===== src/rtl/imem_loader_pkg_rv32i.sv =====
// Shared types and constants for the RV32I instruction-memory boot loader.
package imem_loader_pkg_rv32i;

  // Bytes in one RV32I instruction word.
  localparam int BYTES_PER_WORD = 4;

  // Width of the byte-lane counter inside one word.
  localparam int LANE_W = $clog2(BYTES_PER_WORD);

  // Loader states. IDLE is the one-cycle post-reset state; DONE is the
  // only state in which the core is released from reset.
  typedef enum logic [2:0] {
    IDLE,
    RX_LEN,
    RX_DATA,
    RX_CSUM,
    DONE,
    ERROR
  } state_t;

endpackage


===== src/rtl/byte_assembler_rv32i.sv =====
// Assembles a little-endian 32-bit word from a stream of accepted bytes.
// word_valid pulses in the same cycle the fourth byte transfers, and word
// then carries the complete value including that byte, so the parent can
// act on a header or checksum at the very edge that completes it.
module byte_assembler_rv32i
  import imem_loader_pkg_rv32i::*;
(
  input  logic        clock,
  input  logic        reset,
  input  logic        clear,
  input  logic [7:0]  byte_data,
  input  logic        byte_en,
  output logic        word_valid,
  output logic [31:0] word
);

  logic [LANE_W-1:0] lane;
  logic [31:0]       shreg;
  logic [31:0]       shreg_next;
  logic              last_lane;

  assign last_lane = (lane == LANE_W'(BYTES_PER_WORD - 1));

  // Insert the incoming byte into its lane; the first byte lands in [7:0].
  // NOTE: every variable written in always_comb gets a default first, so
  // no path leaves it unassigned and no latch is inferred.
  always_comb begin
    shreg_next                = shreg;
    shreg_next[8*lane +: 8]   = byte_data;
  end

  // Lane counter and partial-word storage advance only on a transfer.
  // NOTE: sequential state uses non-blocking assignments so every register
  // samples pre-edge values regardless of statement order.
  always_ff @(posedge clock or posedge reset) begin
    if (reset) begin
      lane  <= '0;
      shreg <= '0;
    end else if (clear) begin
      lane  <= '0;
      shreg <= '0;
    end else if (byte_en) begin
      lane  <= lane + LANE_W'(1);
      shreg <= shreg_next;
    end
  end

  assign word_valid = byte_en && last_lane;
  assign word       = shreg_next;

endmodule


===== src/rtl/imem_loader_rv32i.sv =====
// Boot-time loader: receives a length-prefixed, checksummed byte stream,
// writes the payload words into instruction memory and releases the core
// from reset only after a load whose checksum matches.
module imem_loader_rv32i
  import imem_loader_pkg_rv32i::*;
#(
  parameter int          IMEM_DEPTH_WORDS = 1024,
  parameter logic [31:0] BASE_ADDR        = 32'h0000_0000
) (
  input  logic        clock,
  input  logic        reset,
  input  logic [7:0]  rx_data,
  input  logic        rx_valid,
  output logic        rx_ready,
  input  logic        load_req,
  output logic        imem_we,
  output logic [31:0] imem_addr,
  output logic [31:0] imem_wdata,
  output logic        cpu_reset,
  output logic        load_done,
  output logic        load_error
);

  // Wide enough to hold the count IMEM_DEPTH_WORDS itself, not just indices.
  localparam int CNT_W = $clog2(IMEM_DEPTH_WORDS + 1);

  state_t            state;
  state_t            state_next;

  logic              xfer;
  logic              enter_len;
  logic              word_valid;
  logic [31:0]       word;

  logic [CNT_W-1:0]  n_words;
  logic [CNT_W-1:0]  word_cnt;
  logic [31:0]       csum;

  logic              len_too_big;
  logic              len_zero;
  logic              last_word;
  logic              data_word;

  assign xfer      = rx_valid && rx_ready;
  assign enter_len = (state_next == RX_LEN) && (state != RX_LEN);

  byte_assembler_rv32i u_asm (
    .clock      (clock),
    .reset      (reset),
    .clear      (enter_len),
    .byte_data  (rx_data),
    .byte_en    (xfer),
    .word_valid (word_valid),
    .word       (word)
  );

  // Header checks use the full 32-bit value so huge counts are rejected
  // rather than truncated into the counter width.
  assign len_too_big = (word > 32'(IMEM_DEPTH_WORDS));
  assign len_zero    = (word == 32'd0);
  assign last_word   = ((word_cnt + CNT_W'(1)) == n_words);
  assign data_word   = (state == RX_DATA) && word_valid;

  // State register.
  always_ff @(posedge clock or posedge reset) begin
    if (reset) begin
      state <= IDLE;
    end else begin
      state <= state_next;
    end
  end

  // Next-state logic; transitions happen on the edge that completes a word.
  always_comb begin
    state_next = state;
    unique case (state)
      IDLE:    state_next = RX_LEN;
      RX_LEN: begin
        if (word_valid) begin
          if (len_too_big)   state_next = ERROR;
          else if (len_zero) state_next = RX_CSUM;
          else               state_next = RX_DATA;
        end
      end
      RX_DATA: begin
        if (word_valid && last_word) state_next = RX_CSUM;
      end
      RX_CSUM: begin
        if (word_valid) state_next = (word == csum) ? DONE : ERROR;
      end
      DONE:    if (load_req) state_next = RX_LEN;
      ERROR:   if (load_req) state_next = RX_LEN;
      default: state_next = IDLE;
    endcase
  end

  // Status outputs decoded directly from the state.
  always_comb begin
    rx_ready   = 1'b0;
    load_done  = 1'b0;
    load_error = 1'b0;
    cpu_reset  = 1'b1;
    unique case (state)
      RX_LEN, RX_DATA, RX_CSUM: rx_ready   = 1'b1;
      DONE: begin
        load_done = 1'b1;
        cpu_reset = 1'b0;
      end
      ERROR:                    load_error = 1'b1;
      default: ;
    endcase
  end

  // Header length, word index and running checksum of the payload.
  always_ff @(posedge clock or posedge reset) begin
    if (reset) begin
      n_words  <= '0;
      word_cnt <= '0;
      csum     <= '0;
    end else if (enter_len) begin
      n_words  <= '0;
      word_cnt <= '0;
      csum     <= '0;
    end else begin
      if ((state == RX_LEN) && word_valid) begin
        n_words <= word[CNT_W-1:0];
      end
      if (data_word) begin
        word_cnt <= word_cnt + CNT_W'(1);
        csum     <= csum + word;
      end
    end
  end

  // Registered write port: one strobe the cycle after each payload word
  // completes. Address and data hold their last values between writes.
  always_ff @(posedge clock or posedge reset) begin
    if (reset) begin
      imem_we    <= 1'b0;
      imem_addr  <= '0;
      imem_wdata <= '0;
    end else begin
      imem_we <= data_word;
      if (data_word) begin
        imem_addr  <= BASE_ADDR + (32'(word_cnt) << 2);
        imem_wdata <= word;
      end
    end
  end

endmodule


===== config.mk =====
export PLATFORM = sky130hd
export DESIGN_NAME = imem_loader_rv32i
export DESIGN_NICKNAME = d
export VERILOG_FILES = /design/src/rtl/imem_loader_pkg_rv32i.sv /design/src/rtl/byte_assembler_rv32i.sv /design/src/rtl/imem_loader_rv32i.sv
export SDC_FILE = /design/constraint.sdc
export NUM_CORES = 1
export LEC_CHECK = 0
export ABC_AREA = 1
export BUFFER_PORTS_ARGS = -buffer_cell sky130_fd_sc_hd__buf_2
export CAP_MARGIN = 20
export CORE_UTILIZATION = 30
export DETAILED_ROUTE_END_ITERATION = 10
export GPL_TIMING_DRIVEN = 0
export HOLD_SLACK_MARGIN = 0.06
export PLACE_DENSITY = 0.56
export SYNTH_ARGS = -nofsm -noshare
export SYNTH_HDL_FRONTEND = slang
export SYNTH_SLANG_ARGS = --single-unit

===== constraint.sdc =====
create_clock -name clock -period 7.8 [get_ports clock]
set_input_delay 0.39 -clock clock [delete_from_list [all_inputs] [get_ports clock]]
set_output_delay 0.39 -clock clock [all_outputs]
set_load 0.01 [all_outputs]

# Yosys cells after proc, flatten, opt, wreduce, memory -nomap -nowiden
# Cells that the tools add are included.
word_totals:
  wordCells: 62
  out_inout_bits: 69
  regBits: 135
classes:
  order_cmp: 1
  shifts: 2
  reduce_logical: 13
  add_sub_neg: 4
  n_eq_ne: 10
  muxes: 23
ops:
  columns: ["cell", "n"]
  rows:
  - ["$mux 32", 4]
  - ["$mux 11", 4]
  - ["$neg 5->34", 1]
  - ["$shift 8x34->32 const A", 1]
  - ["$shiftx 8x34->32", 1]
  - ["$add 32x32->32", 1]
  - ["$bwmux 32", 1]
  - ["$eq 32x32->1", 1]
  - ["$gt 32x11->1 const B", 1]
  - ["$logic_not 32->1", 1]
  - ["$mux 3", 5]
  - ["$pmux 3 s5", 1]
  - ["$add 11x1->11 const B", 1]
  - ["$eq 11x11->1", 1]
  - ["$eq 3x1->1 const B", 2]
  - ["$eq 3x2->1 const B", 2]
  - ["$eq 3x3->1 const B", 2]
  - ["$logic_and 1x1->1", 6]
  - ["$mux 1", 6]
  - ["$reduce_bool 2->1", 3]
  - ["$mux 2", 2]
  - ["$logic_not 3->1", 1]
  - ["$ne 3x1->1 const B", 1]
  - ["$reduce_or 3->1", 1]
  - ["3 further kinds", 3]

# Longest topological paths before layout
# Gate-level depths: netlist (run 1).
depth:
  word_depth: 11
  mapped_depth: 23
  ltp_nobuf: 21

# Modules after synthesis
# A second synthesis (run 1) with hierarchy kept.
unflattened:
  hier_cells: 1279
  area_unflattened_um2: 9260.1
by_module_without_submodules:
  columns: ["module", "instances", "area_per_inst_um2", "cells_per_inst"]
  rows:
  - ["imem_loader_rv32i", 1, 7303.3, 990]
  - ["byte_assembler_rv32i", 1, 1956.9, 289]

# Least setup slack after synthesis (run 1)
# No wires, ideal clock.
synth_timing:
  path_type: "reg2reg"
  start: "reg u_asm.lane[0]"
  end: "reg csum[10]"
  n_path_buf: 2
  path_slack_ns: 4.287
  path_stages_with_launch: 22
  setup_ns: 0.118
  arrival_ns: 3.395
  period_less_slack_ns: 3.513
  cell_sequence: "dfrtp_1 buf_4 inv_2 ha_1 buf_4 nor2_2 nand3_1 nand2_1 ha_1 inv_1 fa_1 inv_1 nand2_1 o21ai_0 nand3_1 nand2_1 nand3_1 nand2_1 a21oi_1 or2_2 nand3_1 nand2_1"
synth_via:
  elab_chain_cells: 11
  word_cells_on_any_way: 24
  classes_between: "add/sub: 2; order compare: 1; eq/ne: 3; shift: 2; mux: 10; reduce/logical: 6"
synth_lines:
  columns: ["item", "line", "rtl"]
  rows:
  - ["start: declaration", "byte_assembler_rv32i.sv:17", "logic [LANE_W-1:0] lane;"]
  - ["start signal: assignment", "byte_assembler_rv32i.sv:43", "lane <= lane + LANE_W'(1);"]
  - ["$neg 5->34 (*)", "byte_assembler_rv32i.sv:29", "shreg_next[8*lane +: 8] = byte_data;"]
  - ["$shiftx 8x34->32 / $shift 8x34->32 (equally long branches)", "byte_assembler_rv32i.sv:29", null]
  - ["$bwmux 32 (*)", "byte_assembler_rv32i.sv:29", null]
  - ["named net u_asm.word[0]", "byte_assembler_rv32i.sv:14", "output logic [31:0] word"]
  - ["parallel branches: the longest is 8 deep, another holds $gt 32x11->1", null, null]
  - ["end signal: assignment", "imem_loader_rv32i.sv:130", "csum <= csum + word;"]
  - ["end: declaration", "imem_loader_rv32i.sv:37", "logic [31:0] csum;"]
# Mark *: on every way through the listed nets, which the timed path passes. The select of a mux whose other input is x is not followed.
# A chain may end at the register's enable or synchronous reset.

# Worst setup path after layout (run 1)
layout_timing:
  start: "reg u_asm.lane[0]"
  end: "reg csum[28]"
layout_via:
  elab_chain_cells: 11
  word_cells_on_any_way: 24
  classes_between: "add/sub: 2; order compare: 1; eq/ne: 3; shift: 2; mux: 10; reduce/logical: 6"
layout_lines:
  columns: ["item", "line", "rtl"]
  rows:
  - ["$neg 5->34 (*)", "byte_assembler_rv32i.sv:29", null]
  - ["$shiftx 8x34->32 / $shift 8x34->32 (equally long branches)", "byte_assembler_rv32i.sv:29", null]
  - ["$bwmux 32 (*)", "byte_assembler_rv32i.sv:29", null]
  - ["named net u_asm.word[9]", "byte_assembler_rv32i.sv:14", null]
  - ["parallel branches: the longest is 4 deep, another holds $gt 32x11->1", null, null]
  - ["$pmux 3 s5 (*)", "imem_loader_rv32i.sv:76", "unique case (state)"]
  - ["named net state_next[0]", "imem_loader_rv32i.sv:28", "state_t state_next;"]
  - ["$eq 3x1->1 (*)", "imem_loader_rv32i.sv:45", "assign enter_len = (state_next == RX_LEN) && (state != RX_LEN);"]
  - ["$logic_and 1x1->1 (*)", "imem_loader_rv32i.sv:45", null]
  - ["$mux 32 / $reduce_bool 2->1 (equally long branches)", null, null]
# Marks and branches as above.

==> results of run 1 <==
[cell usage after synthesis]
cell	count	share of area, %
sky130_fd_sc_hd__ha_1	37	5.4
sky130_fd_sc_hd__nand3b_1	3	0.26
sky130_fd_sc_hd__xnor3_1	1	0.26
sky130_fd_sc_hd__xor2_1	4	0.41
sky130_fd_sc_hd__a21oi_1	53	3.1
sky130_fd_sc_hd__buf_1	2	0.087
sky130_fd_sc_hd__nor4_1	8	0.58
sky130_fd_sc_hd__o21ai_2	1	0.10
sky130_fd_sc_hd__nand3_4	1	0.20
sky130_fd_sc_hd__o21ai_0	104	6.1
sky130_fd_sc_hd__conb_1	1	0.044
sky130_fd_sc_hd__buf_4	23	2.0
sky130_fd_sc_hd__o211ai_1	3	0.26
sky130_fd_sc_hd__fa_1	1	0.23
sky130_fd_sc_hd__nand2_1	357	16
sky130_fd_sc_hd__buf_2	5	0.29
sky130_fd_sc_hd__xnor2_1	2	0.20
sky130_fd_sc_hd__nor2_8	1	0.23
sky130_fd_sc_hd__inv_1	94	4.1
sky130_fd_sc_hd__o21bai_1	5	0.44
sky130_fd_sc_hd__o21ai_1	6	0.35
sky130_fd_sc_hd__nor2_1	123	5.4
sky130_fd_sc_hd__a31oi_1	2	0.15
sky130_fd_sc_hd__a211o_1	1	0.10
sky130_fd_sc_hd__buf_6	9	1.2
sky130_fd_sc_hd__inv_2	7	0.31
sky130_fd_sc_hd__nor3_1	14	0.82
sky130_fd_sc_hd__nor2_2	3	0.22
sky130_fd_sc_hd__a21oi_2	4	0.41
sky130_fd_sc_hd__nand4_1	11	0.80
sky130_fd_sc_hd__clkbuf_1	25	1.1
sky130_fd_sc_hd__nor3b_1	1	0.087
sky130_fd_sc_hd__nand3_2	10	1.2
sky130_fd_sc_hd__nand3_1	116	6.8
sky130_fd_sc_hd__a21o_1	5	0.44
sky130_fd_sc_hd__nand2_2	4	0.29
sky130_fd_sc_hd__or2_2	17	1.2
sky130_fd_sc_hd__dfrtp_1	135	39
[cell type report]
| class | instances | area share (%) |
|---|---|---|
| multi-input combinational | 919 | 44.7 |
| sequential | 135 | 33.5 |
| tap | 378 | 4.69 |
| clock buffer | 18 | 4.35 |
| buffer | 64 | 3.97 |
| inverter | 101 | 3.81 |
| timing repair buffer | 61 | 3.30 |
| clock inverter | 13 | 1.71 |
[per-layer routing]
layer  GRT usage [%]  routed length (um)  up-vias
met4            4.89                 416        0
met2            29.1               11900      213
met1            25.2               12400     3819
met3            3.34                1380       21
met5               0                   0        -
li1                -                   -     4077
[registers in the layout, indices dropped and copies added (netlist names)]
name and cells:
n_words 11, state 3, word_cnt 11, u_asm.lane 2, imem_addr 11, csum 32
u_asm.shreg 32, imem_we 1, imem_wdata 32
[where the power goes]
| group | internal (mW) | switching, mW |
|---|---|---|
| sequential | 0.908 | 0.132 |
| combinational | 0.605 | 1.26 |
| clock | 0.514 | 0.342 |
| total | 2.03 | 1.74 |
[final timing paths]
kind	end	slack, ps	depth (start not counted)
max in group asynchronous	imem_wdata[0]	6460	4
worst min-delay path	state[2]	300	4
min in group asynchronous	imem_wdata[23]	520	3
worst min register to register	imem_wdata[14]	470	2
worst max register to register	csum[28]	3280	18
worst max-delay path	csum[28]	3280	18
[metrics by stage]
step | setup slack (ps) | std cells | instance area, um^2
detailed placement | 3380 | 1657 | 9460
CTS | 3340 | 1689 | 10100
finish | 3280 | 1689 | 10100
global placement | 1860 | 1656 | 9430
floorplan | 3800 | 1219 | 8660
global route | 2900 | 1689 | 10100
[worst max-delay path, stage by stage, from the launching register on]
cell	delay (ps)
sky130_fd_sc_hd__dfrtp_1	450
sky130_fd_sc_hd__buf_4	210
sky130_fd_sc_hd__inv_2	90
sky130_fd_sc_hd__ha_1	280
sky130_fd_sc_hd__buf_4	160
sky130_fd_sc_hd__nand3_4	120
sky130_fd_sc_hd__o21ai_1	660
sky130_fd_sc_hd__ha_1	420
sky130_fd_sc_hd__nor4_1	520
sky130_fd_sc_hd__nand4_1	190
sky130_fd_sc_hd__nor2_1	210
sky130_fd_sc_hd__nand3_1	150
sky130_fd_sc_hd__o21ai_0	210
sky130_fd_sc_hd__nand3_1	140
sky130_fd_sc_hd__nand2_2	110
sky130_fd_sc_hd__buf_6	170
sky130_fd_sc_hd__buf_6	180
sky130_fd_sc_hd__nand2_1	60
sky130_fd_sc_hd__nor2_1	90
[logic make-up after synthesis]
logic type	Yosys count	synth area share, %
AO/OA/AOI/OAI	184	11.4
XOR/XNOR	7	0.874
adder cells (fa/ha/maj)	38	5.62
buffers and inverters	165	9.08
flip-flops	135	39.3
other	1	0.0437
AND/OR/NAND/NOR	669	33.6
[what timing repair did]
action / CTS / global route
setup endpoints to repair: 0 / 0
endpoints found under the hold margin: 41 / 0
hold buffers: 1 / 0
buffers inserted: 0 / 0
==> implementation parameters, run 1 <==
Parameter                              Value

Detailed routing
  Post-detailed-route via-to-cell ratio    4.81
  Via count of the routed design    8130
  Average wire per cell in the routed design    15.4 um
  Count of antenna-violating nets left after detailed routing    0
  Initial DRC count    618
  Number of DRC violations after detailed routing    0
  Number of detailed-route iterations in the first pass    5
  Final wirelength    26000 um

Logic synthesis
  Synth Instances    1199
  Synthesized area per cell    7.16 um^2
  Number of different library cells in the post-synthesis netlist    38
  Part of the Yosys area used for sequential elements    39.3%
  Cell Area, Synth    8590 um^2
  Count of warnings emitted by yosys    0
  Total of flip-flops plus latches after synthesis    135

Finish
  Commonest cells after routing, fill and taps aside    357 x sky130_fd_sc_hd__nand2_1, 135 x sky130_fd_sc_hd__dfrtp_1, 123 x sky130_fd_sc_hd__nor2_1, 116 x sky130_fd_sc_hd__nand3_1, 104 x sky130_fd_sc_hd__o21ai_0
  Area overhead of the layout relative to synthesis    17.4%
  Fraction of layout instances using a drive strength above 1    13.5%
  Count of filler cells inserted in the layout    3038
  Final Net Count    1349
  Combined area of the multi-input logic cells    4500 um^2
  Utilization after layout    36.1%
  Area taken by flip-flops and latches    3380 um^2
  Commonest non-fill, non-tap cell in the layout    sky130_fd_sc_hd__nand2_1
  Diodes inserted    0

Clock tree
  Number of CTS-inserted buffers    17
  Insertion delay to the later sink of the worst-skew pair    430 ps
  Maximum root-to-sink buffer count    2
  CTS Root Buffer Type    sky130_fd_sc_hd__clkbuf_16
  Clock edge transition at the registers on the reported setup and hold paths    60 ps
  TritonCTS Sinks    135
  Count of cells resized by post-cts repair    0
  Level count of the clock H-tree    4
  Clock tree from TritonCTS    done

Timing
  Final number of setup-violating endpoints    0
  Post-Route Skew    10.9 ps
  Slew of the pin with the lowest slew margin    923 ps
  Minimum hold slack    302 ps
  Tightest slew margin relative to the limit    38.5%
  Sum Neg Setup Slack    0 ps
  Crit share post-route    58.0%
  Unrepaired setup endpoints after global routing    no
  Max Freq    0.221 GHz
  Number of endpoints with negative hold slack in the final report    0
  Period minus WS final    4520 ps
  Final Slew Violations    0

Setup path
  Data arrival time at the worst-slack endpoint    4870 ps
  R2R Path Start    u_asm.lane[0]
  Critical-path maximum fanout    10
  Worst setup path startpoint    u_asm.lane[0]
  Required time of the critical path    8150 ps
  Category of the worst setup path launch point    register
  Critical path type    register to register
  Endpoint type of the worst setup path    register

Pwr
  Maximum resistive drop on vdd    0.208 mV
  Power after layout    3.76 mW
  Standby leakage power    5.35 nW
  Pwr/cell area    373 nW/um^2

Global route
  GRT Util Overall    18.3%
  Global-route wire length before repair    41100 um
  Remaining global-route overflow    0
  Maximum number of pins on one net before global-route repair    95
  Number of antenna violations at the first check in global routing    0
  Via count of the first global-routing pass    7531

Worst hold path
  Min-Delay Path Class    primary input to register
  Hold path start    load_req

Floorplan
  Number of I/O pins    81
  Effective utilization at floorplan    30.7%
  Die Footprint    29300 um^2
  Die outline width    171 um
  Placeable Area    27900 um^2
  Height of the die    171 um
  Count of standard-cell rows    61

Run status
  Run status    completed

Placement
  Final estimated routing congestion in global placement    0.936
  IO buf count    59
  Post-DP HPWL    19600 um

Job
  Count of maximum capacitance violations    0
Power figures use the tool's default switching activity.
==> run 2, diff against run 1 <==
- PLACE_DENSITY: 0.56 -> 0.58
- clock period: 7.8 -> 3.65 ns (I/O delays scaled with it)
==> implementation parameters, run 2 (synthesis gave the netlist of run 1 again) <==
Parameter                              Value

Timing
  Period minus WS final    3490 ps (-1040 ps)
  Crit share post-route    95.6% (+38 points)
  Final number of setup-violating endpoints    0 (unchanged)
  Number of endpoints with negative hold slack in the final report    0 (unchanged)
  Final Slew Violations    0 (unchanged)
  Max Freq    0.287 GHz (+30%)
  Slew of the pin with the lowest slew margin    926 ps (+3.30 ps)
  Tightest slew margin relative to the limit    38.3% (-0.22 points)
  Post-Route Skew    7.19 ps (-3.74 ps)
  Min setup slack post-route    161 ps (-3110 ps)

Finish
  Utilization after layout    38.5% (+2.4 points)
  Largest registers    csum x32, imem_wdata x32, u_asm.shreg x32
  Commonest cells after routing, fill and taps aside    347 x sky130_fd_sc_hd__nand2_1, 134 x sky130_fd_sc_hd__dfrtp_1, 120 x sky130_fd_sc_hd__nor2_1, 113 x sky130_fd_sc_hd__nand3_1, 96 x sky130_fd_sc_hd__o21ai_0
  Area overhead of the layout relative to synthesis    25.1%
  Commonest non-fill, non-tap cell in the layout    sky130_fd_sc_hd__nand2_1
  Diodes inserted    0 (unchanged)
  Count of filler cells inserted in the layout    2895 (-4.7%)
  Fraction of layout instances using a drive strength above 1    20.1% (+6.6 points)
  Number of cells in the finished layout apart from fillers    1709 (+1.2%)
  Final Net Count    1369 (+1.5%)

Detailed routing
  Detail Route met2 WL    12100 um (+2.4%)
  Final wirelength    26600 um (+2.2%)
  Detailed-route wire length on metal 1    12600 um (+1.6%)
  Number of DRC violations after detailed routing    0 (unchanged)
  Post-detailed-route via-to-cell ratio    4.85 (+0.68%)
  Routed met3 length    1490 um (+8.4%)
  Via count of the routed design    8282 (+1.9%)
  Initial DRC count    544 (-12%)
  Number of detailed-route iterations in the first pass    5 (unchanged)
  Average wire per cell in the routed design    15.5 um (+0.99%)
  Highest metal used    met4
  Count of antenna-violating nets left after detailed routing    0 (unchanged)

Clock tree
  CTS Root Buffer Type    sky130_fd_sc_hd__clkbuf_16
  Insertion delay to the later sink of the worst-skew pair    430 ps (about the same)
  Number of CTS-inserted buffers    17 (unchanged)
  Level count of the clock H-tree    4 (unchanged)
  Clock tree from TritonCTS    done
  TritonCTS Sinks    135 (unchanged)
  Maximum root-to-sink buffer count    2 (unchanged)
  Clock edge transition at the registers on the reported setup and hold paths    60 ps (about the same)

Setup path
  Category of the worst setup path launch point    register
  Required time of the critical path    4010 ps (-4140 ps)
  Endpoint type of the worst setup path    register
  Critical-path maximum fanout    10 (unchanged)
  Data arrival time at the worst-slack endpoint    3850 ps (-1020 ps)
  Critical path type    register to register

Global route
  Maximum number of pins on one net before global-route repair    38 (-60%)
  Global-route wire length before repair    41600 um (+1.2%)
  Number of antenna violations at the first check in global routing    0 (unchanged)
  GRT Util Overall    18.5% (+0.29 points)
  Remaining global-route overflow    0 (unchanged)
  Via count of the first global-routing pass    7683 (+2.0%)

Pwr
  Maximum resistive drop on vdd    0.390 mV (+88%)
  Power after layout    8.69 mW (+130%)
  Pwr/cell area    809 nW/um^2 (+120%)
  Standby leakage power    5.49 nW (+2.5%)

Placement
  Worst slack at placement    -757 ps (-4140 ps)
  Number of cells in the design after placement    1660 (+0.18%)
  IO buf count    59 (unchanged)
  Post-DP HPWL    19600 um (+0.14%)
  Final estimated routing congestion in global placement    0.966 (+3.2%)

Run status
  Run status    completed

Floorplan
  Placeable Area    27900 um^2 (unchanged)
  Effective utilization at floorplan    30.7% (unchanged)
  Count of standard-cell rows    61 (unchanged)
  Number of I/O pins    81 (unchanged)
  Die Footprint    29300 um^2 (unchanged)
  Height of the die    171 um (unchanged)
  Die outline width    171 um (unchanged)

Job
  Count of maximum capacitance violations    0 (unchanged)

Worst hold path
  Min-Delay Path Class    primary input to register
==> run 2: cell types whose count changed in the layout (fill, tap and decap cells not counted), sizes merged <==
| cell | delta |
|---|---|
| clkinvlp | +4 |
| clkbuf | -2 |
| buf | +21 |
| clkinv | -3 |
==> run 2: per-layer routing <==
metal / vias to the layer above / track usage (%)
met3: 28 / 3.11
met1: 3926 / 25.9
li1: 4114 / -
met4: 0 / 4.81
met2: 214 / 29.6
met5: - / 0
==> run 2: worst max-delay path, stage by stage, from the launching register on <==
cell	delay, ps
sky130_fd_sc_hd__dfrtp_2	380
sky130_fd_sc_hd__buf_6	150
sky130_fd_sc_hd__inv_4	60
sky130_fd_sc_hd__ha_1	280
sky130_fd_sc_hd__buf_6	150
sky130_fd_sc_hd__nand3_4	220
sky130_fd_sc_hd__o21ai_4	300
sky130_fd_sc_hd__ha_4	260
sky130_fd_sc_hd__nor4_4	310
sky130_fd_sc_hd__nand4_1	160
sky130_fd_sc_hd__nor2_2	180
sky130_fd_sc_hd__nand3_2	120
sky130_fd_sc_hd__o21ai_2	160
sky130_fd_sc_hd__nand3_2	120
sky130_fd_sc_hd__nand2_4	120
sky130_fd_sc_hd__inv_2	130
sky130_fd_sc_hd__buf_4	210
sky130_fd_sc_hd__nor2_1	110
==> run 2: layout make-up <==
class	count	area [um^2]	area share (%)
Buffer	62	434	4.04
Clock buffer	17	425	3.96
Clock inverter	14	174	1.62
Inverter	101	388	3.61
Multi-Input combinational cell	919	4920	45.8
Sequential cell	135	3380	31.5
Tap cell	378	473	4.40
Timing Repair Buffer	83	546	5.08
==> run 2: per-stage QoR <==
step | hold slack (ps) | setup TNS [ps] | cell area, um^2
2_1_floorplan | 396 | 0 | 8670
3_3_place_gp | 460 | -58640 | 9430
3_5_place_dp | 213 | -58910 | 9510
5_1_grt | 108 | -39.7 | 10700
4_1_cts | 98.4 | 0 | 10400
6_report | 111 | 0 | 10700
==> run 2: final timing paths <==
path	endpoint	depth (start not counted)	start	slack, ps
max in group asynchronous	imem_addr[5]	5	reset	2550
worst min-delay path	state[2]	4	load_req	110
min in group asynchronous	imem_wdata[21]	3	reset	310
worst max-delay path	u_asm.shreg[17]	17	u_asm.lane[0]	160
worst max register to register	u_asm.shreg[17]	17	u_asm.lane[0]	160
worst min register to register	imem_wdata[10]	2	imem_wdata[10]	470
==> run 2: power by group <==
group,switching [mW],internal (mW)
Sequential,0.290,1.94
Combinational,2.96,1.71
Clock,0.720,1.08
==> run 2: repair_timing <==
| action | 4_1_cts | 5_1_grt |
|---|---|---|
| endpoints found under the setup margin | 89 | 87 |
| cloned | 0 | 1 |
| hold buffers | 1 | 0 |
| gates resized for setup | 43 | 70 |
| hold endpoints to repair | 13 | 0 |
| pin swaps | 11 | 22 |
| setup buffers | 8 | 10 |
